File: src/rtl/shift_arbiter_pkg.sv
// Shared types for the shift arbiter slice.
// Shift encodings and operand widths.
package shift_pkg;
    typedef enum logic [1:0] {
        SH_LSL,
        SH_LSR,
        SH_ASR,
        SH_ROR
    } shift_t;

    localparam int AMT_W  = 8;
    localparam int DATA_W = 32;
endpackage

File: src/rtl/shift_arbiter_if.sv
// Request/result bundle between requesters and the shift arbiter.
interface shift_arbiter_if
    import shift_pkg::*;
#(
    parameter int NUM_REQ = 2,
    parameter int ID_W    = 1
);
    logic [NUM_REQ-1:0]        req_valid;
    logic [NUM_REQ-1:0]        req_ready;
    logic [NUM_REQ*2-1:0]      req_type;
    logic [NUM_REQ*AMT_W-1:0]  req_amount;
    logic [NUM_REQ*DATA_W-1:0] req_data;
    logic [NUM_REQ-1:0]        req_cin;
    logic                      res_valid;
    logic                      res_ready;
    logic [DATA_W-1:0]         res_data;
    logic                      res_carry;
    logic [ID_W-1:0]           res_id;

    modport master (
        output req_valid, req_type, req_amount,
        output req_data, req_cin, res_ready,
        input  req_ready, res_valid, res_data,
        input  res_carry, res_id
    );

    modport slave (
        input  req_valid, req_type, req_amount,
        input  req_data, req_cin, res_ready,
        output req_ready, res_valid, res_data,
        output res_carry, res_id
    );
endinterface

File: src/rtl/shift_arbiter_rr.sv
// Round-robin arbiter: one-hot grant searching upward from r_ptr.
// Pointer moves past the winner only when a grant is issued.
module shift_arbiter_rr #(
    parameter int NUM_REQ = 2,
    parameter int ID_W    = 1
) (
    input  logic               clk,
    input  logic               rst_n,
    input  logic [NUM_REQ-1:0] i_req,
    input  logic               i_en,
    output logic [NUM_REQ-1:0] o_gnt,
    output logic [ID_W-1:0]    o_id,
    output logic               o_any
);
    logic [ID_W-1:0] r_ptr;
    int              w_idx;

    always_comb begin
        o_gnt = '0;
        o_id  = '0;
        o_any = 1'b0;
        w_idx = 0;
        for (int k = 0; k < NUM_REQ; k++) begin
            w_idx = int'(r_ptr) + k;
            if (w_idx >= NUM_REQ)
                w_idx = w_idx - NUM_REQ;
            if (i_en && i_req[w_idx] && !o_any) begin
                o_gnt[w_idx] = 1'b1;
                o_id         = ID_W'(w_idx);
                o_any        = 1'b1;
            end
        end
    end

    always_ff @(posedge clk or negedge rst_n) begin
        if (!rst_n)
            r_ptr <= '0;
        else if (o_any)
            r_ptr <= (o_id == ID_W'(NUM_REQ - 1)) ? '0 : o_id + ID_W'(1);
    end
endmodule

File: src/rtl/shift_arbiter_shifter.sv
// Combinational barrel shifter for a 5-bit amount.
// Boundary cases (0, >=32) are handled by the caller.
module shift_arbiter_shifter
    import shift_pkg::*;
(
    input  shift_t      i_type,
    input  logic [4:0]  i_n,
    input  logic [31:0] i_x,
    output logic [31:0] o_y
);
    logic [63:0] w_rot;

    assign w_rot = {i_x, i_x} >> i_n;

    always_comb begin
        o_y = i_x;
        case (i_type)
            SH_LSL:  o_y = i_x << i_n;
            SH_LSR:  o_y = i_x >> i_n;
            SH_ASR:  o_y = 32'($signed(i_x) >>> i_n);
            SH_ROR:  o_y = w_rot[31:0];
            default: o_y = i_x;
        endcase
    end
endmodule

File: src/rtl/shift_arbiter.sv
// Shares one shifter among NUM_REQ requesters with ARM register-shift
// semantics and a single registered result stage.
module shift_arbiter
    import shift_pkg::*;
#(
    parameter int NUM_REQ = 2,
    parameter int ID_W    = 1
) (
    input logic            clk,
    input logic            rst_n,
    shift_arbiter_if.slave bus
);
    logic               r_valid;
    logic [31:0]        r_data;
    logic               r_carry;
    logic [ID_W-1:0]    r_id;

    logic [NUM_REQ-1:0] w_gnt;
    logic [ID_W-1:0]    w_id;
    logic               w_any;
    logic               w_en;
    int                 w_sel;
    shift_t             w_type;
    logic [7:0]         w_amt;
    logic [31:0]        w_x;
    logic               w_cin;
    logic [4:0]         w_n;
    logic [4:0]         w_lsl_i;
    logic [4:0]         w_lsr_i;
    logic               w_big;
    logic               w_eq32;
    logic [31:0]        w_sh;
    logic [31:0]        w_y;
    logic               w_c;

    // req_ready must drop immediately while reset is held.
    assign w_en = rst_n & (~r_valid | bus.res_ready);

    shift_arbiter_rr #(
        .NUM_REQ (NUM_REQ),
        .ID_W    (ID_W)
    ) u_rr (
        .clk   (clk),
        .rst_n (rst_n),
        .i_req (bus.req_valid),
        .i_en  (w_en),
        .o_gnt (w_gnt),
        .o_id  (w_id),
        .o_any (w_any)
    );

    assign bus.req_ready = w_gnt;

    assign w_sel  = int'(w_id);
    assign w_type = shift_t'(bus.req_type[w_sel*2 +: 2]);
    assign w_amt  = bus.req_amount[w_sel*AMT_W +: AMT_W];
    assign w_x    = bus.req_data[w_sel*DATA_W +: DATA_W];
    assign w_cin  = bus.req_cin[w_sel];

    assign w_n     = w_amt[4:0];
    assign w_lsl_i = 5'd0 - w_n;
    assign w_lsr_i = w_n - 5'd1;
    assign w_big   = |w_amt[7:5];
    assign w_eq32  = (w_amt == 8'd32);

    shift_arbiter_shifter u_shifter (
        .i_type (w_type),
        .i_n    (w_n),
        .i_x    (w_x),
        .o_y    (w_sh)
    );

    always_comb begin
        w_y = w_x;
        w_c = w_cin;
        if (w_amt != 8'd0) begin
            case (w_type)
                SH_LSL: begin
                    w_y = w_big ? 32'd0 : w_sh;
                    w_c = w_big ? (w_eq32 & w_x[0]) : w_x[w_lsl_i];
                end
                SH_LSR: begin
                    w_y = w_big ? 32'd0 : w_sh;
                    w_c = w_big ? (w_eq32 & w_x[31]) : w_x[w_lsr_i];
                end
                SH_ASR: begin
                    w_y = w_big ? {32{w_x[31]}} : w_sh;
                    w_c = w_big ? w_x[31] : w_x[w_lsr_i];
                end
                default: begin
                    w_y = (w_n == 5'd0) ? w_x : w_sh;
                    w_c = (w_n == 5'd0) ? w_x[31] : w_sh[31];
                end
            endcase
        end
    end

    always_ff @(posedge clk or negedge rst_n) begin
        if (!rst_n) begin
            r_valid <= 1'b0;
            r_data  <= '0;
            r_carry <= 1'b0;
            r_id    <= '0;
        end else if (w_any) begin
            r_valid <= 1'b1;
            r_data  <= w_y;
            r_carry <= w_c;
            r_id    <= w_id;
        end else if (bus.res_ready) begin
            r_valid <= 1'b0;
        end
    end

    assign bus.res_valid = r_valid;
    assign bus.res_data  = r_data;
    assign bus.res_carry = r_carry;
    assign bus.res_id    = r_id;
endmodule

File: src/flat_wrapper.sv
// flat-port wrapper written by rule: the top's interface ports become plain ports
module shift_arbiter_flat import shift_pkg::*;
#(
    parameter int NUM_REQ = 2,
    parameter int ID_W    = 1
)
  (clk, rst_n, bus_req_valid, bus_req_type, bus_req_amount, bus_req_data, bus_req_cin, bus_res_ready, bus_req_ready, bus_res_valid, bus_res_data, bus_res_carry, bus_res_id);
  shift_arbiter_if #(.NUM_REQ(NUM_REQ), .ID_W(ID_W)) bus_i ();
  input logic clk;
  input logic rst_n;
  input wire logic [$bits(bus_i.req_valid)-1:0] bus_req_valid;
  input wire logic [$bits(bus_i.req_type)-1:0] bus_req_type;
  input wire logic [$bits(bus_i.req_amount)-1:0] bus_req_amount;
  input wire logic [$bits(bus_i.req_data)-1:0] bus_req_data;
  input wire logic [$bits(bus_i.req_cin)-1:0] bus_req_cin;
  input wire logic [$bits(bus_i.res_ready)-1:0] bus_res_ready;
  output wire logic [$bits(bus_i.req_ready)-1:0] bus_req_ready;
  output wire logic [$bits(bus_i.res_valid)-1:0] bus_res_valid;
  output wire logic [$bits(bus_i.res_data)-1:0] bus_res_data;
  output wire logic [$bits(bus_i.res_carry)-1:0] bus_res_carry;
  output wire logic [$bits(bus_i.res_id)-1:0] bus_res_id;
  assign bus_i.req_valid = bus_req_valid;
  assign bus_i.req_type = bus_req_type;
  assign bus_i.req_amount = bus_req_amount;
  assign bus_i.req_data = bus_req_data;
  assign bus_i.req_cin = bus_req_cin;
  assign bus_i.res_ready = bus_res_ready;
  assign bus_req_ready = bus_i.req_ready;
  assign bus_res_valid = bus_i.res_valid;
  assign bus_res_data = bus_i.res_data;
  assign bus_res_carry = bus_i.res_carry;
  assign bus_res_id = bus_i.res_id;
  shift_arbiter #(.NUM_REQ(NUM_REQ), .ID_W(ID_W)) u_core (.clk(clk), .rst_n(rst_n), .bus(bus_i));
endmodule
File: config.mk
export PLATFORM = sky130hd
export DESIGN_NAME = shift_arbiter_flat
export DESIGN_NICKNAME = d
export VERILOG_FILES = /design/src/rtl/shift_arbiter_pkg.sv /design/src/rtl/shift_arbiter_if.sv /design/src/rtl/shift_arbiter_rr.sv /design/src/rtl/shift_arbiter_shifter.sv /design/src/rtl/shift_arbiter.sv /design/src/flat_wrapper.sv
export SDC_FILE = /design/constraint.sdc
export NUM_CORES = 1
export LEC_CHECK = 0
export ABC_AREA = 0
export CELL_PAD_IN_SITES_DETAIL_PLACEMENT = 0
export CELL_PAD_IN_SITES_GLOBAL_PLACEMENT = 2
export CORE_MARGIN = 2
export CORE_UTILIZATION = 40
export DETAILED_ROUTE_END_ITERATION = 6
export DONT_BUFFER_PORTS = 1
export PLACE_DENSITY = 0.91
export SLEW_MARGIN = 20
export SYNTH_ARGS = -nofsm -noshare
export SYNTH_HDL_FRONTEND = slang
export SYNTH_SLANG_ARGS = --single-unit
export TNS_END_PERCENT = 5
File: constraint.sdc
create_clock -name clk -period 5 [get_ports clk]
set_input_delay 0.75 -clock clk [delete_from_list [all_inputs] [get_ports clk]]
set_output_delay 0.75 -clock clk [all_outputs]
set_load 0.02 [all_outputs]
# [Word level (Yosys, flattened, before mapping)]
# Index checks and enable logic that the tools add are counted.
[op_classes] shift=7 n_reduce_logical=12 magnitude_cmp=9 n_bitwise=6 n_eq_ne=4 n_mux=39 add_sub_neg=6
[op_table] cell="$mux 32" n=6
[op_table] cell="$pmux 32 s4" n=1
[op_table] cell="$ge 32x1->1 const B" n=2
[op_table] cell="$lt 32x3->1 const B" n=2
[op_table] cell="$pmux 32 s2" n=1
[op_table] cell="$shiftx 64x7->32" n=1
[op_table] cell="$shr 64x5->32" n=1
[op_table] cell="$shl 32x5->32" n=1
[op_table] cell="$shr 32x5->32" n=1
[op_table] cell="$sshr 32x5->32" n=1
[op_table] cell="$mux 1" n=24
[op_table] cell="$shiftx 16x5->8" n=1
[op_table] cell="$lt 5x6->1 const B" n=2
[op_table] cell="$bmux 1 s5" n=2
[op_table] cell="$eq 8x6->1 const B" n=1
[op_table] cell="$reduce_bool 8->1" n=1
[op_table] cell="$logic_and 1x1->1" n=5
[op_table] cell="$logic_not 5->1" n=1
[op_table] cell="$sub 1x5->5 const A" n=1
[op_table] cell="$sub 5x1->5 const B" n=1
[op_table] cell="$eq 2x2->1 const B" n=2
[op_table] cell="$mux 2" n=2
[op_table] cell="$shiftx 4x3->2" n=1
[op_table] cell="$and 1x1->1" n=3
[op_table] cell="other kinds (18)" n=19
[word_totals] reg_bits=36 word_cells=88 output_inout_bits=37 input_bits=91

# [Longest topological paths before layout]
# Gate-level depths: netlist of the first run.
[logic_depth] depth_word=17 depth_mapped=18 ltp_nobuf=13

# [Modules after synthesis]
# A second synthesis of the first run with hierarchy kept.
[unflattened] hier_cells=1190 hier_area_um2=9096.2
[by_module_without_submodules] module="shift_arbiter_shifter" area_each_um2=5934.4 n_inst=1 seq_area_each_um2=0.0 cells_per_inst=782
[by_module_without_submodules] module="shift_arbiter" area_each_um2=3088.0 n_inst=1 seq_area_each_um2=875.8 cells_per_inst=398
[by_module_without_submodules] module="shift_arbiter_rr" area_each_um2=73.8 n_inst=1 seq_area_each_um2=25.0 cells_per_inst=10

# [Least setup slack after synthesis of the first run]
# No wires, ideal clock.
[synth_path] kind="input to register" from="in bus_res_ready" to="reg u_core.r_carry (netlist: u_core.bus.res_carry)" t_arrival_ns=4.041 path_stages=15 required_ns=4.923 setup_time_ns=0.077 slack_ns=0.882 path_cell_list="nand2b_2 -> nand4_4 -> mux2i_1 -> inv_1 -> buf_2 -> buf_2 -> buf_2 -> ha_1 -> clkbuf_1 -> xnor2_1 -> mux4_2 -> mux4_2 -> nor2_1 -> o21ai_1 -> a21oi_1"
[synth_via] elab_chain_cells=14 word_cells_on_any_way=42
[synth_rtl] item="start, declared" line="flat_wrapper.sv:16" text="input wire logic [$bits(bus_i.res_ready)-1:0] bus_res_ready;"
[synth_rtl] item="$or 1x1->1 (*)" line="shift_arbiter.sv:37" text="assign w_en = rst_n & (~r_valid | bus.res_ready);"
[synth_rtl] item="$and 1x1->1 (*)" line="shift_arbiter.sv:37"
[synth_rtl] item="$logic_and 1x1->1" line="shift_arbiter_rr.sv:27" text="if (i_en && i_req[w_idx] && !o_any) begin"
[synth_rtl] item="$mux 1" line="shift_arbiter_rr.sv:27"
[synth_rtl] item="$logic_not 1->1" line="shift_arbiter_rr.sv:27"
[synth_rtl] item="$logic_and 1x1->1" line="shift_arbiter_rr.sv:27"
[synth_rtl] item="$mux 1" line="shift_arbiter_rr.sv:27"
[synth_rtl] item="$shiftx 16x5->8" line="shift_arbiter.sv:56" text="assign w_amt = bus.req_amount[w_sel*AMT_W +: AMT_W];"
[synth_rtl] item="$sub 5x1->5 / $sub 1x5->5 (equally long branches)" line="shift_arbiter.sv:62, shift_arbiter.sv:61"
[synth_rtl] item="$bmux 1 s5, on equally long branches" line="shift_arbiter.sv:84, shift_arbiter.sv:88, shift_arbiter.sv:80"
[synth_rtl] item="$mux 1, on equally long branches" line="shift_arbiter.sv:84, shift_arbiter.sv:88, shift_arbiter.sv:80"
[synth_rtl] item="$mux 1, on equally long branches" line="shift_arbiter.sv:88, shift_arbiter.sv:80, shift_arbiter.sv:84"
[synth_rtl] item="$pmux 1 s3" line="shift_arbiter.sv:77" text="case (w_type)"
[synth_rtl] item="$mux 1" line="shift_arbiter.sv:76" text="if (w_amt != 8'd0) begin"
[synth_rtl] item="end signal, assigned" line="shift_arbiter.sv:107" text="r_carry <= w_c;"
[synth_rtl] item="end, declared" line="shift_arbiter.sv:15" text="logic r_carry;"
# Mark *: on every way between the ends. The rest lies on a longest branch, timed or not. The select of a mux whose other input is x is not followed.
# A chain may end at the register's enable or synchronous reset.

# [Final worst setup path of the first run]
[layout_path] from="reg u_core.r_valid (netlist: u_core.bus.res_valid)" to="reg u_core.r_data[18] (netlist: u_core.bus.res_data[18])"
[layout_via] elab_chain_cells=14 word_cells_on_any_way=32
[layout_rtl] item="start, declared" line="shift_arbiter.sv:13" text="logic r_valid;"
[layout_rtl] item="start signal, assigned" line="shift_arbiter.sv:100" text="r_valid <= 1'b0;"
[layout_rtl] item="start signal, assigned" line="shift_arbiter.sv:105" text="r_valid <= 1'b1;"
[layout_rtl] item="start signal, assigned" line="shift_arbiter.sv:110" text="r_valid <= 1'b0;"
[layout_rtl] item="$not 1->1 (*)" line="shift_arbiter.sv:37"
[layout_rtl] item="$or 1x1->1 (*)" line="shift_arbiter.sv:37"
[layout_rtl] item="$and 1x1->1 (*)" line="shift_arbiter.sv:37"
[layout_rtl] item="$logic_and 1x1->1" line="shift_arbiter_rr.sv:27"
[layout_rtl] item="$mux 1" line="shift_arbiter_rr.sv:27"
[layout_rtl] item="$logic_not 1->1" line="shift_arbiter_rr.sv:27"
[layout_rtl] item="$logic_and 1x1->1" line="shift_arbiter_rr.sv:27"
[layout_rtl] item="$mux 1" line="shift_arbiter_rr.sv:27"
[layout_rtl] item="$shiftx 64x7->32 (tied with other cells)" line="shift_arbiter.sv:57" text="assign w_x = bus.req_data[w_sel*DATA_W +: DATA_W];"
[layout_rtl] item="$shr 64x5->32 (tied with other cells)" line="shift_arbiter_shifter.sv:13" text="assign w_rot = {i_x, i_x} >> i_n;"
[layout_rtl] item="$pmux 32 s4" line="shift_arbiter_shifter.sv:17" text="case (i_type)"
[layout_rtl] item="$mux 32, on equally long branches"
[layout_rtl] item="$pmux 32 s2" line="shift_arbiter.sv:77"
[layout_rtl] item="$mux 32" line="shift_arbiter.sv:76"
[layout_rtl] item="end signal, assigned" line="shift_arbiter.sv:106" text="r_data <= w_y;"
[layout_rtl] item="end, declared" line="shift_arbiter.sv:14" text="logic [31:0] r_data;"
# Mark *: on every way between the ends. The rest lies on a longest branch, timed or not.

==> flow_summary.html, run 1 <==
<table>
<tr><th>Metric</th><th>Value</th></tr>
<tr><th colspan="2">STA</th></tr>
<tr><td>Final slew viol count</td><td>0</td></tr>
<tr><td>Post-route clock skew</td><td>0.00460 ns</td></tr>
<tr><td>Highest achievable clock rate</td><td>239 MHz</td></tr>
<tr><td>Portion of the clock cycle consumed by the worst path in the final layout</td><td>83.7%</td></tr>
<tr><td>Worst hold margin</td><td>0.140 ns</td></tr>
<tr><td>Transition time at the pin with the least slew margin</td><td>1.05 ns</td></tr>
<tr><td>Worst slew margin</td><td>29.4%</td></tr>
<tr><td>Final TNS setup</td><td>0 ns</td></tr>
<tr><td>Final-report setup violation count</td><td>0</td></tr>
<tr><td>Final hold violations</td><td>0</td></tr>
<tr><td>Minimum period implied by the final worst setup slack</td><td>4.19 ns</td></tr>
<tr><td>RSZ-0062 raised after global routing</td><td>false</td></tr>
<tr><th colspan="2">Layout</th></tr>
<tr><td>Fraction of final layout cells sized beyond drive strength 1</td><td>19.6%</td></tr>
<tr><td>Diodes inserted</td><td>0</td></tr>
<tr><td>Number of nets in the final layout</td><td>1380</td></tr>
<tr><td>Area Overhead vs Synth</td><td>2.51%</td></tr>
<tr><th colspan="2">Worst setup path</th></tr>
<tr><td>Startpoint of the worst register-to-register path</td><td>u_core.bus.res_valid</td></tr>
<tr><td>Reg2reg setup slack</td><td>0.81 ns</td></tr>
<tr><td>Endpoint of the lowest-slack register-to-register path</td><td>u_core.bus.res_data[18]</td></tr>
<tr><td>Required time worst endpoint</td><td>5.18 ns</td></tr>
<tr><td>Arrival time worst endpoint</td><td>4.36 ns</td></tr>
<tr><td>Critical path launch point</td><td>u_core.bus.res_valid</td></tr>
<tr><td>Setup CP Type</td><td>flip-flop to flip-flop</td></tr>
<tr><td>Crit Path Max Fanout</td><td>54</td></tr>
<tr><td>Worst setup endpoint</td><td>u_core.bus.res_data[18]</td></tr>
<tr><td>Startpoint type of the worst setup path</td><td>flip-flop</td></tr>
<tr><td>Category of the worst setup path capture point</td><td>flip-flop</td></tr>
<tr><td>Depth of the worst register-to-register path</td><td>10</td></tr>
<tr><th colspan="2">Pwr</th></tr>
<tr><td>NetSw</td><td>1260 uW</td></tr>
<tr><td>Power share of the sequential group</td><td>20.9%</td></tr>
<tr><td>Clock share of power</td><td>13.9%</td></tr>
<tr><td>Leak Pwr</td><td>0.00437 uW</td></tr>
<tr><td>Part of the total power dissipated in combinational logic</td><td>65.2%</td></tr>
<tr><td>Total power consumption of the routed design</td><td>2430 uW</td></tr>
<tr><td>Power per cell area</td><td>212 nW/um^2</td></tr>
<tr><td>Sw Ratio</td><td>52.0%</td></tr>
<tr><td>Int Pwr</td><td>1170 uW</td></tr>
<tr><td>Worst IR drop on VDD</td><td>0.129 mV</td></tr>
<tr><th colspan="2">Clock network</th></tr>
<tr><td>Setup Fix Bufs, Post-CTS</td><td>0</td></tr>
<tr><td>Buffer levels on the longest clock path</td><td>2</td></tr>
<tr><td>Number of buffers added by the clock tree synthesis step</td><td>5</td></tr>
<tr><td>Clock latency on the worst-skew pair</td><td>0.30 ns</td></tr>
<tr><td>Clock-pin slew on the worst setup and hold paths</td><td>0.06 ns</td></tr>
<tr><td>Sink Count</td><td>36</td></tr>
<tr><td>CTS Root Buffer Type</td><td>clkbuf_16</td></tr>
<tr><td>TritonCTS clock tree</td><td>done</td></tr>
<tr><td>Maximum level of the CTS H-tree</td><td>2</td></tr>
<tr><td>Number of cells upsized or downsized after cts</td><td>0</td></tr>
<tr><td>Count of hold buffers inserted by post-cts repair</td><td>0</td></tr>
<tr><th colspan="2">Drt</th></tr>
<tr><td>DR WL/cell</td><td>35.5 um</td></tr>
<tr><td>Drt initial violations</td><td>1695</td></tr>
<tr><td>Post-DRT Antenna Nets</td><td>0</td></tr>
<tr><td>Final WL</td><td>59100 um</td></tr>
<tr><td>Remaining DRCs</td><td>3</td></tr>
<tr><td>Via-per-instance ratio</td><td>7.43</td></tr>
<tr><td>Via count</td><td>12.4k</td></tr>
<tr><td>First-pass detailed-route iteration total</td><td>7</td></tr>
<tr><th colspan="2">Global route</th></tr>
<tr><td>Leftover overflow at the end of global routing</td><td>0</td></tr>
<tr><td>Number of global-route vias before repair</td><td>11.6k</td></tr>
<tr><td>Largest net degree at the start of global routing</td><td>110</td></tr>
<tr><td>First-pass GRT wire length</td><td>85600 um</td></tr>
<tr><td>Initial antenna violation count</td><td>2</td></tr>
<tr><td>GRT Total Usage</td><td>39.9%</td></tr>
<tr><th colspan="2">Synth</th></tr>
<tr><td>Net count after synthesis</td><td>1479</td></tr>
<tr><td>Post-synthesis instance area</td><td>11200 sq um</td></tr>
<tr><td>Unique masters post-synth</td><td>77</td></tr>
<tr><td>Number of storage elements in the synthesis netlist</td><td>36</td></tr>
<tr><td>Average size of a mapped cell</td><td>8.09 sq um</td></tr>
<tr><td>Synth top area share</td><td>18.8%</td></tr>
<tr><td>Number of enable flip-flop cells after synthesis</td><td>0</td></tr>
<tr><td>List of most frequent post-synthesis cells</td><td>mux2i_1, nand2_1, nor2_1</td></tr>
<tr><td>Most repeated cell in the gate-level netlist after synthesis</td><td>mux2i_1</td></tr>
<tr><td>Post-synthesis sequential area ratio</td><td>8.04%</td></tr>
<tr><td>Async set-or-reset flop fraction in the synthesized netlist</td><td>100%</td></tr>
<tr><td>Top cell type by total area after synthesis</td><td>mux2i_1</td></tr>
<tr><td>Synth Warn #</td><td>0</td></tr>
<tr><td>Top FF cell, synth</td><td>dfrtp_1</td></tr>
<tr><td>Synthesized instance count</td><td>1385</td></tr>
<tr><td>Top cells by area in the synthesized netlist</td><td>mux2i_1, mux4_2, mux2_2, dfrtp_1, a21oi_1</td></tr>
<tr><th colspan="2">Placed design</th></tr>
<tr><td>GPL Wtd Cong</td><td>1.02</td></tr>
<tr><td>Number of buffers added on ports</td><td>0</td></tr>
<tr><td>Dpl hpwl</td><td>45100 um</td></tr>
<tr><th colspan="2">Floorplan</th></tr>
<tr><td>Rows</td><td>61</td></tr>
<tr><td>Die area</td><td>29400 sq um</td></tr>
<tr><td>Total core area</td><td>27700 sq um</td></tr>
<tr><td>Die outline width</td><td>171 um</td></tr>
<tr><td>Die Span Y</td><td>171 um</td></tr>
<tr><td>Initial cell density of the core</td><td>40.4%</td></tr>
<tr><td>Number of ports placed on the die boundary</td><td>128</td></tr>
<tr><th colspan="2">Outcome</th></tr>
<tr><td>Run status</td><td>complete, but fails checks</td></tr>
<tr><td>Failing checks</td><td>DRC</td></tr>
<tr><th colspan="2">Min path</th></tr>
<tr><td>Hold Crit Class</td><td>input pin to async pin</td></tr>
<tr><th colspan="2">Job</th></tr>
<tr><td>Number of max-cap violations</td><td>0</td></tr>
</table>
worst min-delay path by stage:
| stage | start | endpoint | slack, ns | cells past startpoint |
|---|---|---|---|---|
| 6_report | rst_n | u_core.bus.res_data[31] | 0.14 | 0 |
| 2_1_floorplan | rst_n | u_core.bus.res_carry | 0.45 | 0 |
| 5_1_grt | rst_n | u_core.bus.res_data[31] | 0.13 | 0 |
| 4_1_cts | rst_n | u_core.bus.res_data[31] | 0.14 | 0 |
| 3_5_place_dp | rst_n | u_core.bus.res_data[8] | 0.46 | 0 |
| 3_3_place_gp | rst_n | u_core.bus.res_data[31] | 0.46 | 0 |
through the flow:
step / util (%) / setup WS (ns) / cell area (sq um) / cells
after floorplan: - / 0.882 / 11200 / 1385
after global placement: 40.9 / 0.584 / 11300 / 1657
after detailed placement: 40.9 / 0.547 / 11300 / 1657
after CTS: 41.5 / 0.837 / 11500 / 1665
after global routing: 41.5 / 0.522 / 11500 / 1665
final: 41.5 / 0.814 / 11500 / 1665
logic make-up (layout without fill, tap and decap cells):
logic type,after synthesis,count (layout),share of synthesized area (%)
muxes,385,385,44.9
adders and majority gates,3,3,0.335
and+or+nand+nor,368,368,14.8
buffers and inverters,171,73,7.46
AOI/OAI and AO/OA,418,418,24.2
DFF,36,36,8.04
xor gates and xnor gates,4,4,0.313
per-layer routing:
| metal | part of all wire [%] | vias up | GRT usage [%] |
|---|---|---|---|
| met5 | 0 | - | 0 |
| met4 | 5.8 | 0 | 18.4 |
| met3 | 11 | 146 | 7.27 |
| met2 | 43 | 907 | 60.1 |
| met1 | 41 | 6140 | 55.4 |
| li1 | - | 5175 | - |
flip-flops by register name, indices dropped and copies added, names as in the netlist:
name and cells:
u_core.bus.res_carry 1, u_core.bus.res_data 32, u_core.bus.res_id 1, u_core.bus.res_valid 1, u_core.u_rr.r_ptr 1
power groups by stage:
stage	Combinational (uW)	Sequential, uW	Clock, uW
2_1_floorplan	1100	489	0
6_report	1580	507	339
4_1_cts	1530	509	341
5_1_grt	1640	517	354
3_5_place_dp	1520	514	0
3_3_place_gp	1530	512	0
cell type report:
cell class | instances | area, sq um
Fill cell | 2841 | 16200
Multi-Input combinational cell | 1178 | 9500
Clock buffer | 7 | 143
Timing Repair Buffer | 51 | 408
Tap cell | 378 | 473
Clock inverter | 1 | 7.51
Inverter | 14 | 55.1
Sequential cell | 36 | 901
placed cells by master (no fill, tap or decap), types with 4 or more instances in the layout:
cell,count
nand2b_1,4
a31oi_1,16
clkbuf_16,5
a41oi_1,5
nor3_1,33
mux2_2,89
nor4_1,5
nand4_1,5
and3_1,5
o21a_1,10
a21oi_1,109
nor2b_1,12
o22ai_1,13
a221oi_1,10
o21ai_0,97
a311oi_1,4
nand3b_1,8
a211o_1,10
or3_1,8
buf_4,49
xnor2_1,4
nand3_1,29
o31ai_1,4
a211oi_1,41
nor2_1,117
mux4_2,83
and2_1,8
clkinv_1,4
o2111ai_1,8
o32ai_1,4
nand2_1,127
o21ai_1,5
dfrtp_1,36
o221ai_1,10
o221a_2,4
mux2i_1,209
inv_1,9
o211ai_1,27
worst max-delay path: stages, from the launching register on:
cell	delay, ns
dfrtp_1	0.46
nand2b_2	0.17
nand4_4	0.35
inv_4	0.70
mux2i_1	0.41
buf_4	0.28
nor4_1	0.83
nor3_2	0.17
o21ai_0	0.16
a211oi_1	0.12
o41ai_1	0.38
Power figures use the tool's default switching activity.
==> run 2, diff against run 1 <==
clock period = 3.9 ns   (was 5 ns; I/O delays follow)
==> run 2 against run 1 <==
  * The run now ends clean
  * Final area rose by 4.2%
  * Sequential power rose by 28%
  * Wire length barely moved
  * Global-route usage rose by 0.073 points
  * Via count rose by 1.8%
  * Flip-flop and latch count did not move
  * Combinational power rose by 35%
  * Hold slack got worse by 0.0023 ns
  * Clock-buffer cell count did not move
==> flow_summary.html, run 2 (synthesis gave the netlist of run 1 again) <==
<table>
<tr><th>Metric</th><th>Value</th></tr>
<tr><th colspan="2">STA</th></tr>
<tr><td>Final TNS setup</td><td>0 ns</td></tr>
<tr><td>Minimum period implied by the final worst setup slack</td><td>3.59 ns</td></tr>
<tr><td>Transition time at the pin with the least slew margin</td><td>1.20 ns</td></tr>
<tr><td>Final slew viol count</td><td>0</td></tr>
<tr><td>RSZ-0062 raised after global routing</td><td>false</td></tr>
<tr><td>Portion of the clock cycle consumed by the worst path in the final layout</td><td>92.0%</td></tr>
<tr><td>Post-route clock skew</td><td>0.00661 ns</td></tr>
<tr><td>Final-report setup violation count</td><td>0</td></tr>
<tr><td>Highest achievable clock rate</td><td>279 MHz</td></tr>
<tr><td>Final hold violations</td><td>0</td></tr>
<tr><td>Worst slew margin</td><td>19.8%</td></tr>
<tr><th colspan="2">Worst setup path</th></tr>
<tr><td>Startpoint type of the worst setup path</td><td>flip-flop</td></tr>
<tr><td>Crit Path Max Fanout</td><td>22</td></tr>
<tr><td>Startpoint of the worst register-to-register path</td><td>u_core.bus.res_valid</td></tr>
<tr><td>Critical path launch point</td><td>u_core.bus.res_valid</td></tr>
<tr><td>Setup CP Type</td><td>flip-flop to flip-flop</td></tr>
<tr><td>Category of the worst setup path capture point</td><td>flip-flop</td></tr>
<tr><td>Required time worst endpoint</td><td>4.07 ns</td></tr>
<tr><td>Arrival time worst endpoint</td><td>3.75 ns</td></tr>
<tr><th colspan="2">Placed design</th></tr>
<tr><td>Dpl hpwl</td><td>45400 um</td></tr>
<tr><td>GPL Wtd Cong</td><td>1.08</td></tr>
<tr><td>Number of buffers added on ports</td><td>0</td></tr>
<tr><th colspan="2">Global route</th></tr>
<tr><td>First-pass GRT wire length</td><td>85800 um</td></tr>
<tr><td>Leftover overflow at the end of global routing</td><td>0</td></tr>
<tr><td>Initial antenna violation count</td><td>3</td></tr>
<tr><td>GRT Total Usage</td><td>40.0%</td></tr>
<tr><td>Number of global-route vias before repair</td><td>11.8k</td></tr>
<tr><td>Largest net degree at the start of global routing</td><td>110</td></tr>
<tr><th colspan="2">Layout</th></tr>
<tr><td>Largest register FFs</td><td>32</td></tr>
<tr><td>Commonest cells after routing, fill and taps aside</td><td>mux2i_1, nand2_1, nor2_1, a21oi_1, o21ai_0</td></tr>
<tr><td>Area Overhead vs Synth</td><td>6.78%</td></tr>
<tr><td>Fraction of final layout cells sized beyond drive strength 1</td><td>22.7%</td></tr>
<tr><td>Number of nets in the final layout</td><td>1431</td></tr>
<tr><td>Post-Route Utilization</td><td>43.2%</td></tr>
<tr><td>Diodes inserted</td><td>0</td></tr>
<tr><td>Commonest non-fill, non-tap cell in the layout</td><td>mux2i_1</td></tr>
<tr><th colspan="2">Drt</th></tr>
<tr><td>Drt initial violations</td><td>1954</td></tr>
<tr><td>Post-DRT Antenna Nets</td><td>0</td></tr>
<tr><td>Via-per-instance ratio</td><td>7.34</td></tr>
<tr><td>Via count</td><td>12.6k</td></tr>
<tr><td>Final WL</td><td>59000 um</td></tr>
<tr><td>Remaining DRCs</td><td>0</td></tr>
<tr><td>DR WL/cell</td><td>34.4 um</td></tr>
<tr><td>First-pass detailed-route iteration total</td><td>5</td></tr>
<tr><th colspan="2">Pwr</th></tr>
<tr><td>Worst IR drop on VDD</td><td>0.177 mV</td></tr>
<tr><td>Leak Pwr</td><td>0.00466 uW</td></tr>
<tr><td>Total power consumption of the routed design</td><td>3210 uW</td></tr>
<tr><td>Power per cell area</td><td>269 nW/um^2</td></tr>
<tr><th colspan="2">Floorplan</th></tr>
<tr><td>Rows</td><td>61</td></tr>
<tr><td>Die area</td><td>29400 sq um</td></tr>
<tr><td>Initial cell density of the core</td><td>40.4%</td></tr>
<tr><td>Number of ports placed on the die boundary</td><td>128</td></tr>
<tr><td>Total core area</td><td>27700 sq um</td></tr>
<tr><td>Die Span Y</td><td>171 um</td></tr>
<tr><td>Die outline width</td><td>171 um</td></tr>
<tr><th colspan="2">Clock network</th></tr>
<tr><td>Number of cells upsized or downsized after cts</td><td>0</td></tr>
<tr><td>CTS Root Buffer Type</td><td>clkbuf_16</td></tr>
<tr><td>TritonCTS clock tree</td><td>done</td></tr>
<tr><td>Buffer levels on the longest clock path</td><td>2</td></tr>
<tr><td>Sink Count</td><td>36</td></tr>
<tr><td>Clock-pin slew on the worst setup and hold paths</td><td>0.06 ns</td></tr>
<tr><td>Clock latency on the worst-skew pair</td><td>0.29 ns</td></tr>
<tr><td>Maximum level of the CTS H-tree</td><td>2</td></tr>
<tr><td>Number of buffers added by the clock tree synthesis step</td><td>5</td></tr>
<tr><th colspan="2">Job</th></tr>
<tr><td>Number of max-cap violations</td><td>0</td></tr>
<tr><th colspan="2">Min path</th></tr>
<tr><td>Hold Crit Class</td><td>input pin to async pin</td></tr>
<tr><th colspan="2">Outcome</th></tr>
<tr><td>Run status</td><td>finished clean</td></tr>
</table>
## run 2: cell types whose count changed in the layout (fill, tap and decap cells not counted), sizes merged
cell	change
buf	+51
## run 2: power by group
part	total [uW]	internal [uW]	switching (uW)	leakage, uW
clock network	431	255	176	0.0000701
registers	648	463	185	0.000433
logic	2130	858	1280	0.00415
total	3210	1580	1640	0.00466
## run 2: worst max-delay path, stage by stage (launching register included)
cell and delay [ns]:
dfrtp_1 0.46, nand2b_2 0.16, nand4_4 0.20, buf_4 0.25, inv_4 0.29, mux2_2 0.44, mux4_2 0.59, nor2_1 0.14
a31oi_1 0.12, o2111ai_1 0.38, o21ai_1 0.11, a221o_1 0.30
## run 2: final cells by class
| type | instances | area, sq um |
|---|---|---|
| fill | 2812 | 15700 |
| multi-input combinational | 1178 | 9510 |
| sequential | 36 | 901 |
| timing repair buffer | 102 | 878 |
| tap | 378 | 473 |
| clock buffer | 7 | 143 |
| inverter | 14 | 55.1 |
| clock inverter | 1 | 7.51 |
## run 2: what timing repair did
action | CTS | global route
setup buffers | 0 | 0
hold endpoints to repair | 36 | 0
hold buffers | 1 | 0
## run 2: metrics by stage
stage               std cells  setup WS [ns]  hold WS, ns  area, sq um
finish                   1716          0.312        0.138        12000
global route             1716          0.167        0.151        12000
CTS                      1716          0.397        0.148        12000
detailed placement       1707          0.285        0.291        11800
global placement         1707          0.215        0.292        11800
floorplan                1385        -0.0479        0.289        11200
## run 2: layer usage
| metal | global-route usage (%) | wire [um] |
|---|---|---|
| met1 | 54.7 | 23200 |
| met3 | 8.15 | 6970 |
| met2 | 57.5 | 24100 |
| met5 | 0 | 10 |
| met4 | 24.9 | 4740 |
## run 2: worst paths after layout
kind | end | slack, ns | cells after the start
max | u_core.bus.res_data[31] | 0.31 | 11
min | u_core.bus.res_data[16] | 0.14 | 1
max reg2reg | u_core.bus.res_data[31] | 0.31 | 11
min reg2reg | u_core.u_rr.r_ptr | 0.54 | 2
max in group asynchronous | u_core.bus.res_data[22] | 3.57 | 1
min in group clk | u_core.u_rr.r_ptr | 0.54 | 2
==> run 3, diff against run 2 <==
ABC_AREA = 1   (was 0)
CORE_UTILIZATION = 32   (was 40)
==> run 3 against run 2 <==
  * Clock-buffer cell count shrank 2
  * Largest power group unchanged
  * Sequential share of layout area grew 3.1 points
  * Flip-flop and latch count unchanged
  * Highest routed layer is now met4
  * Critical path type unchanged
  * Hold slack got worse by 0.0017 ns
  * Area after synthesis is 28% lower
  * First-iteration DRC count is 38% lower
==> flow_summary.html, run 3 <==
<table>
<tr><th>Metric</th><th>Value</th></tr>
<tr><th colspan="2">Clock network</th></tr>
<tr><td>Number of buffers added by the clock tree synthesis step</td><td>5</td></tr>
<tr><td>Clock latency on the worst-skew pair</td><td>0.29 ns</td></tr>
<tr><td>TritonCTS clock tree</td><td>done</td></tr>
<tr><td>Sink Count</td><td>36</td></tr>
<tr><td>Number of cells upsized or downsized after cts</td><td>0</td></tr>
<tr><td>Maximum level of the CTS H-tree</td><td>2</td></tr>
<tr><td>Buffer levels on the longest clock path</td><td>2</td></tr>
<tr><td>Clock-pin slew on the worst setup and hold paths</td><td>0.06 ns</td></tr>
<tr><td>CTS Root Buffer Type</td><td>clkbuf_16</td></tr>
<tr><th colspan="2">STA</th></tr>
<tr><td>Highest achievable clock rate</td><td>271 MHz</td></tr>
<tr><td>Final TNS setup</td><td>0 ns</td></tr>
<tr><td>Final-report setup violation count</td><td>0</td></tr>
<tr><td>Transition time at the pin with the least slew margin</td><td>1.09 ns</td></tr>
<tr><td>Final slew viol count</td><td>0</td></tr>
<tr><td>Post-route clock skew</td><td>0.00494 ns</td></tr>
<tr><td>Portion of the clock cycle consumed by the worst path in the final layout</td><td>94.5%</td></tr>
<tr><td>Final hold violations</td><td>0</td></tr>
<tr><td>Worst slew margin</td><td>27.1%</td></tr>
<tr><td>RSZ-0062 raised after global routing</td><td>false</td></tr>
<tr><td>Worst hold margin</td><td>0.136 ns</td></tr>
<tr><td>Minimum period implied by the final worst setup slack</td><td>3.69 ns</td></tr>
<tr><th colspan="2">Synth</th></tr>
<tr><td>Unique masters post-synth</td><td>35</td></tr>
<tr><td>Synth Warn #</td><td>0</td></tr>
<tr><td>Main combinational cell family by area after synthesis</td><td>simple AND/OR/NAND/NOR gates</td></tr>
<tr><td>Fraction of the mapped netlist area in compound gates</td><td>12.9%</td></tr>
<tr><td>Average size of a mapped cell</td><td>4.93 sq um</td></tr>
<tr><td>Top FF cell, synth</td><td>dfrtp_1</td></tr>
<tr><td>Number of storage elements in the synthesis netlist</td><td>36</td></tr>
<tr><td>Post-synthesis instance area</td><td>8050 sq um</td></tr>
<tr><td>Post-synthesis sequential area ratio</td><td>11.2%</td></tr>
<tr><td>Mux contribution to synthesized area</td><td>0%</td></tr>
<tr><td>Number of enable flip-flop cells after synthesis</td><td>0</td></tr>
<tr><td>Net count after synthesis</td><td>1725</td></tr>
<tr><td>Async set-or-reset flop fraction in the synthesized netlist</td><td>100%</td></tr>
<tr><td>Top cells by area in the synthesized netlist</td><td>nand2_1, nand3_1, dfrtp_1, inv_1, a21oi_1</td></tr>
<tr><td>List of most frequent post-synthesis cells</td><td>nand2_1, nand3_1, inv_1</td></tr>
<tr><td>Synth top area share</td><td>34.3%</td></tr>
<tr><td>Synthesized instance count</td><td>1631</td></tr>
<tr><td>Top cell type by total area after synthesis</td><td>nand2_1</td></tr>
<tr><td>Adder and majority cell fraction of the synthesized area</td><td>0.466%</td></tr>
<tr><td>Fraction of the mapped netlist area in simple logic gates</td><td>62.4%</td></tr>
<tr><td>Xor-xnor portion of the synthesized cell area</td><td>0.544%</td></tr>
<tr><td>Most repeated cell in the gate-level netlist after synthesis</td><td>nand2_1</td></tr>
<tr><th colspan="2">Layout</th></tr>
<tr><td>Number of nets in the final layout</td><td>1674</td></tr>
<tr><td>Commonest cells after routing, fill and taps aside</td><td>nand2_1, nand3_1, inv_1, a21oi_1, buf_4</td></tr>
<tr><td>Largest register FFs</td><td>32</td></tr>
<tr><td>Total area of multi-input combinational cells</td><td>6160 sq um</td></tr>
<tr><td>Filler cell count</td><td>2975</td></tr>
<tr><td>Commonest non-fill, non-tap cell in the layout</td><td>nand2_1</td></tr>
<tr><td>Diodes inserted</td><td>0</td></tr>
<tr><td>FF/Latch Area</td><td>901 sq um</td></tr>
<tr><td>Fraction of final layout cells sized beyond drive strength 1</td><td>5.76%</td></tr>
<tr><td>Post-Route Utilization</td><td>34.1%</td></tr>
<tr><td>Area Overhead vs Synth</td><td>5.69%</td></tr>
<tr><th colspan="2">Global route</th></tr>
<tr><td>Largest net degree at the start of global routing</td><td>65</td></tr>
<tr><td>Met3 layer usage reported by global route</td><td>4.86%</td></tr>
<tr><td>GR met2 Demand/Resource</td><td>45.9%</td></tr>
<tr><td>First-pass GRT wire length</td><td>59700 um</td></tr>
<tr><td>Global-route track usage on met1</td><td>36.4%</td></tr>
<tr><td>Number of global-route vias before repair</td><td>10.2k</td></tr>
<tr><td>Layer with the highest usage after global routing</td><td>met2</td></tr>
<tr><td>Initial antenna violation count</td><td>2</td></tr>
<tr><td>Leftover overflow at the end of global routing</td><td>0</td></tr>
<tr><td>GRT Total Usage</td><td>29.5%</td></tr>
<tr><th colspan="2">Floorplan</th></tr>
<tr><td>Rows</td><td>58</td></tr>
<tr><td>Die outline width</td><td>163 um</td></tr>
<tr><td>Initial cell density of the core</td><td>32.2%</td></tr>
<tr><td>Die area</td><td>26400 sq um</td></tr>
<tr><td>Die Span Y</td><td>163 um</td></tr>
<tr><td>Total core area</td><td>25000 sq um</td></tr>
<tr><td>Number of ports placed on the die boundary</td><td>128</td></tr>
<tr><th colspan="2">Worst setup path</th></tr>
<tr><td>Startpoint type of the worst setup path</td><td>flip-flop</td></tr>
<tr><td>Required time worst endpoint</td><td>4.09 ns</td></tr>
<tr><td>Category of the worst setup path capture point</td><td>flip-flop</td></tr>
<tr><td>Arrival time worst endpoint</td><td>3.87 ns</td></tr>
<tr><td>Reg2reg setup slack</td><td>0.21 ns</td></tr>
<tr><td>Setup CP Type</td><td>flip-flop to flip-flop</td></tr>
<tr><td>Crit Path Max Fanout</td><td>17</td></tr>
<tr><th colspan="2">Drt</th></tr>
<tr><td>Post-DRT Antenna Nets</td><td>0</td></tr>
<tr><td>Remaining DRCs</td><td>0</td></tr>
<tr><td>Final WL</td><td>39400 um</td></tr>
<tr><td>Via-per-instance ratio</td><td>5.73</td></tr>
<tr><td>Via count</td><td>11.0k</td></tr>
<tr><td>Drt initial violations</td><td>1214</td></tr>
<tr><td>First-pass detailed-route iteration total</td><td>5</td></tr>
<tr><td>DR WL/cell</td><td>20.6 um</td></tr>
<tr><th colspan="2">Placed design</th></tr>
<tr><td>Number of buffers added on ports</td><td>0</td></tr>
<tr><td>GPL Wtd Cong</td><td>1.10</td></tr>
<tr><td>Dpl hpwl</td><td>30700 um</td></tr>
<tr><th colspan="2">Pwr</th></tr>
<tr><td>Power per cell area</td><td>353 nW/um^2</td></tr>
<tr><td>Worst IR drop on VDD</td><td>0.258 mV</td></tr>
<tr><td>Leak Pwr</td><td>0.00477 uW</td></tr>
<tr><th colspan="2">Outcome</th></tr>
<tr><td>Run status</td><td>finished clean</td></tr>
<tr><th colspan="2">Min path</th></tr>
<tr><td>Hold Crit Class</td><td>input pin to async pin</td></tr>
<tr><th colspan="2">Job</th></tr>
<tr><td>Number of max-cap violations</td><td>0</td></tr>
</table>
## run 3: cell types whose count changed after synthesis, moves of 33 or more
cell	before	now
mux2i_1	210	0
a211oi_1	41	0
inv_1	10	117
a21oi_1	109	65
o21ai_0	97	32
mux4_2	83	0
nor2_1	117	37
nand2_1	127	736
mux2_2	89	0
nand3_1	29	359
nor3_1	33	0
clkbuf_1	67	29
## run 3: repair_timing
action / in CTS / in global routing
buffers inserted: 0 / 0
endpoints found under the hold margin: 36 / 0
hold buffers: 1 / 0
## run 3: critical path: stages, from the launching register on
cell,delay [ns]
dfrtp_1,0.50
a21boi_4,0.22
nand2_2,0.25
buf_4,0.30
o21ai_1,0.64
nand2_1,0.33
nand3_1,0.19
nand3_1,0.09
nand2_1,0.11
nand2_1,0.06
nand2_1,0.11
nand3_1,0.19
nand2_1,0.12
nor2_1,0.05
buf_4,0.13
o21ai_1,0.11
nand2_1,0.07
nand2_1,0.06
nand2_1,0.04
## run 3: final cells by class
cell class / instances / area share, %
Clock buffer: 5 / 1.47
Clock inverter: 3 / 0.221
Inverter: 128 / 5.65
Multi-Input combinational cell: 1364 / 72.4
Sequential cell: 36 / 10.6
Tap cell: 330 / 4.85
Timing Repair Buffer: 45 / 4.85
## run 3: cells by family after synthesis
family / count (synthesis)
AND/OR/NAND/NOR: 1179
buffers and inverters: 231
AO/OA/AOI/OAI: 177
flip-flops: 36
XOR/XNOR: 5
adder cells (fa/ha/maj): 3
## run 3: layer usage
metal | share of wire [%] | routed length [um] | vias to the layer above
li1 | - | - | 5209
met1 | 40 | 15600 | 4921
met5 | 0 | 0 | -
met2 | 42 | 16700 | 674
met4 | 9.0 | 3550 | 0
met3 | 8.9 | 3510 | 148
## run 3: where the power goes
group | internal [uW] | total (uW) | switching, uW
Sequential | 460 | 657 | 197
Clock | 236 | 412 | 177
Combinational | 549 | 1930 | 1380
## run 3: final timing paths
kind	start	end	cells after the start
setup / recovery	u_core.bus.res_valid	u_core.bus.res_data[26]	18
hold / removal	rst_n	u_core.bus.res_data[11]	1
setup reg to reg	u_core.bus.res_valid	u_core.bus.res_data[26]	18
hold reg to reg	u_core.u_rr.r_ptr	u_core.u_rr.r_ptr	2
max in group asynchronous	rst_n	u_core.bus.res_data[3]	1
min in group clk	bus_res_ready	u_core.bus.res_valid	3
## run 3: stage by stage
step | std cells | total power [uW] | instance area (sq um) | setup slack, ns
finish | 1911 | 3000 | 8510 | 0.213
detailed placement | 1902 | 2520 | 8340 | 0.268
global route | 1911 | 3220 | 8510 | 0.0949
floorplan | 1631 | 1950 | 8050 | 0.577
global placement | 1902 | 2520 | 8340 | 0.266
CTS | 1911 | 2950 | 8510 | 0.326
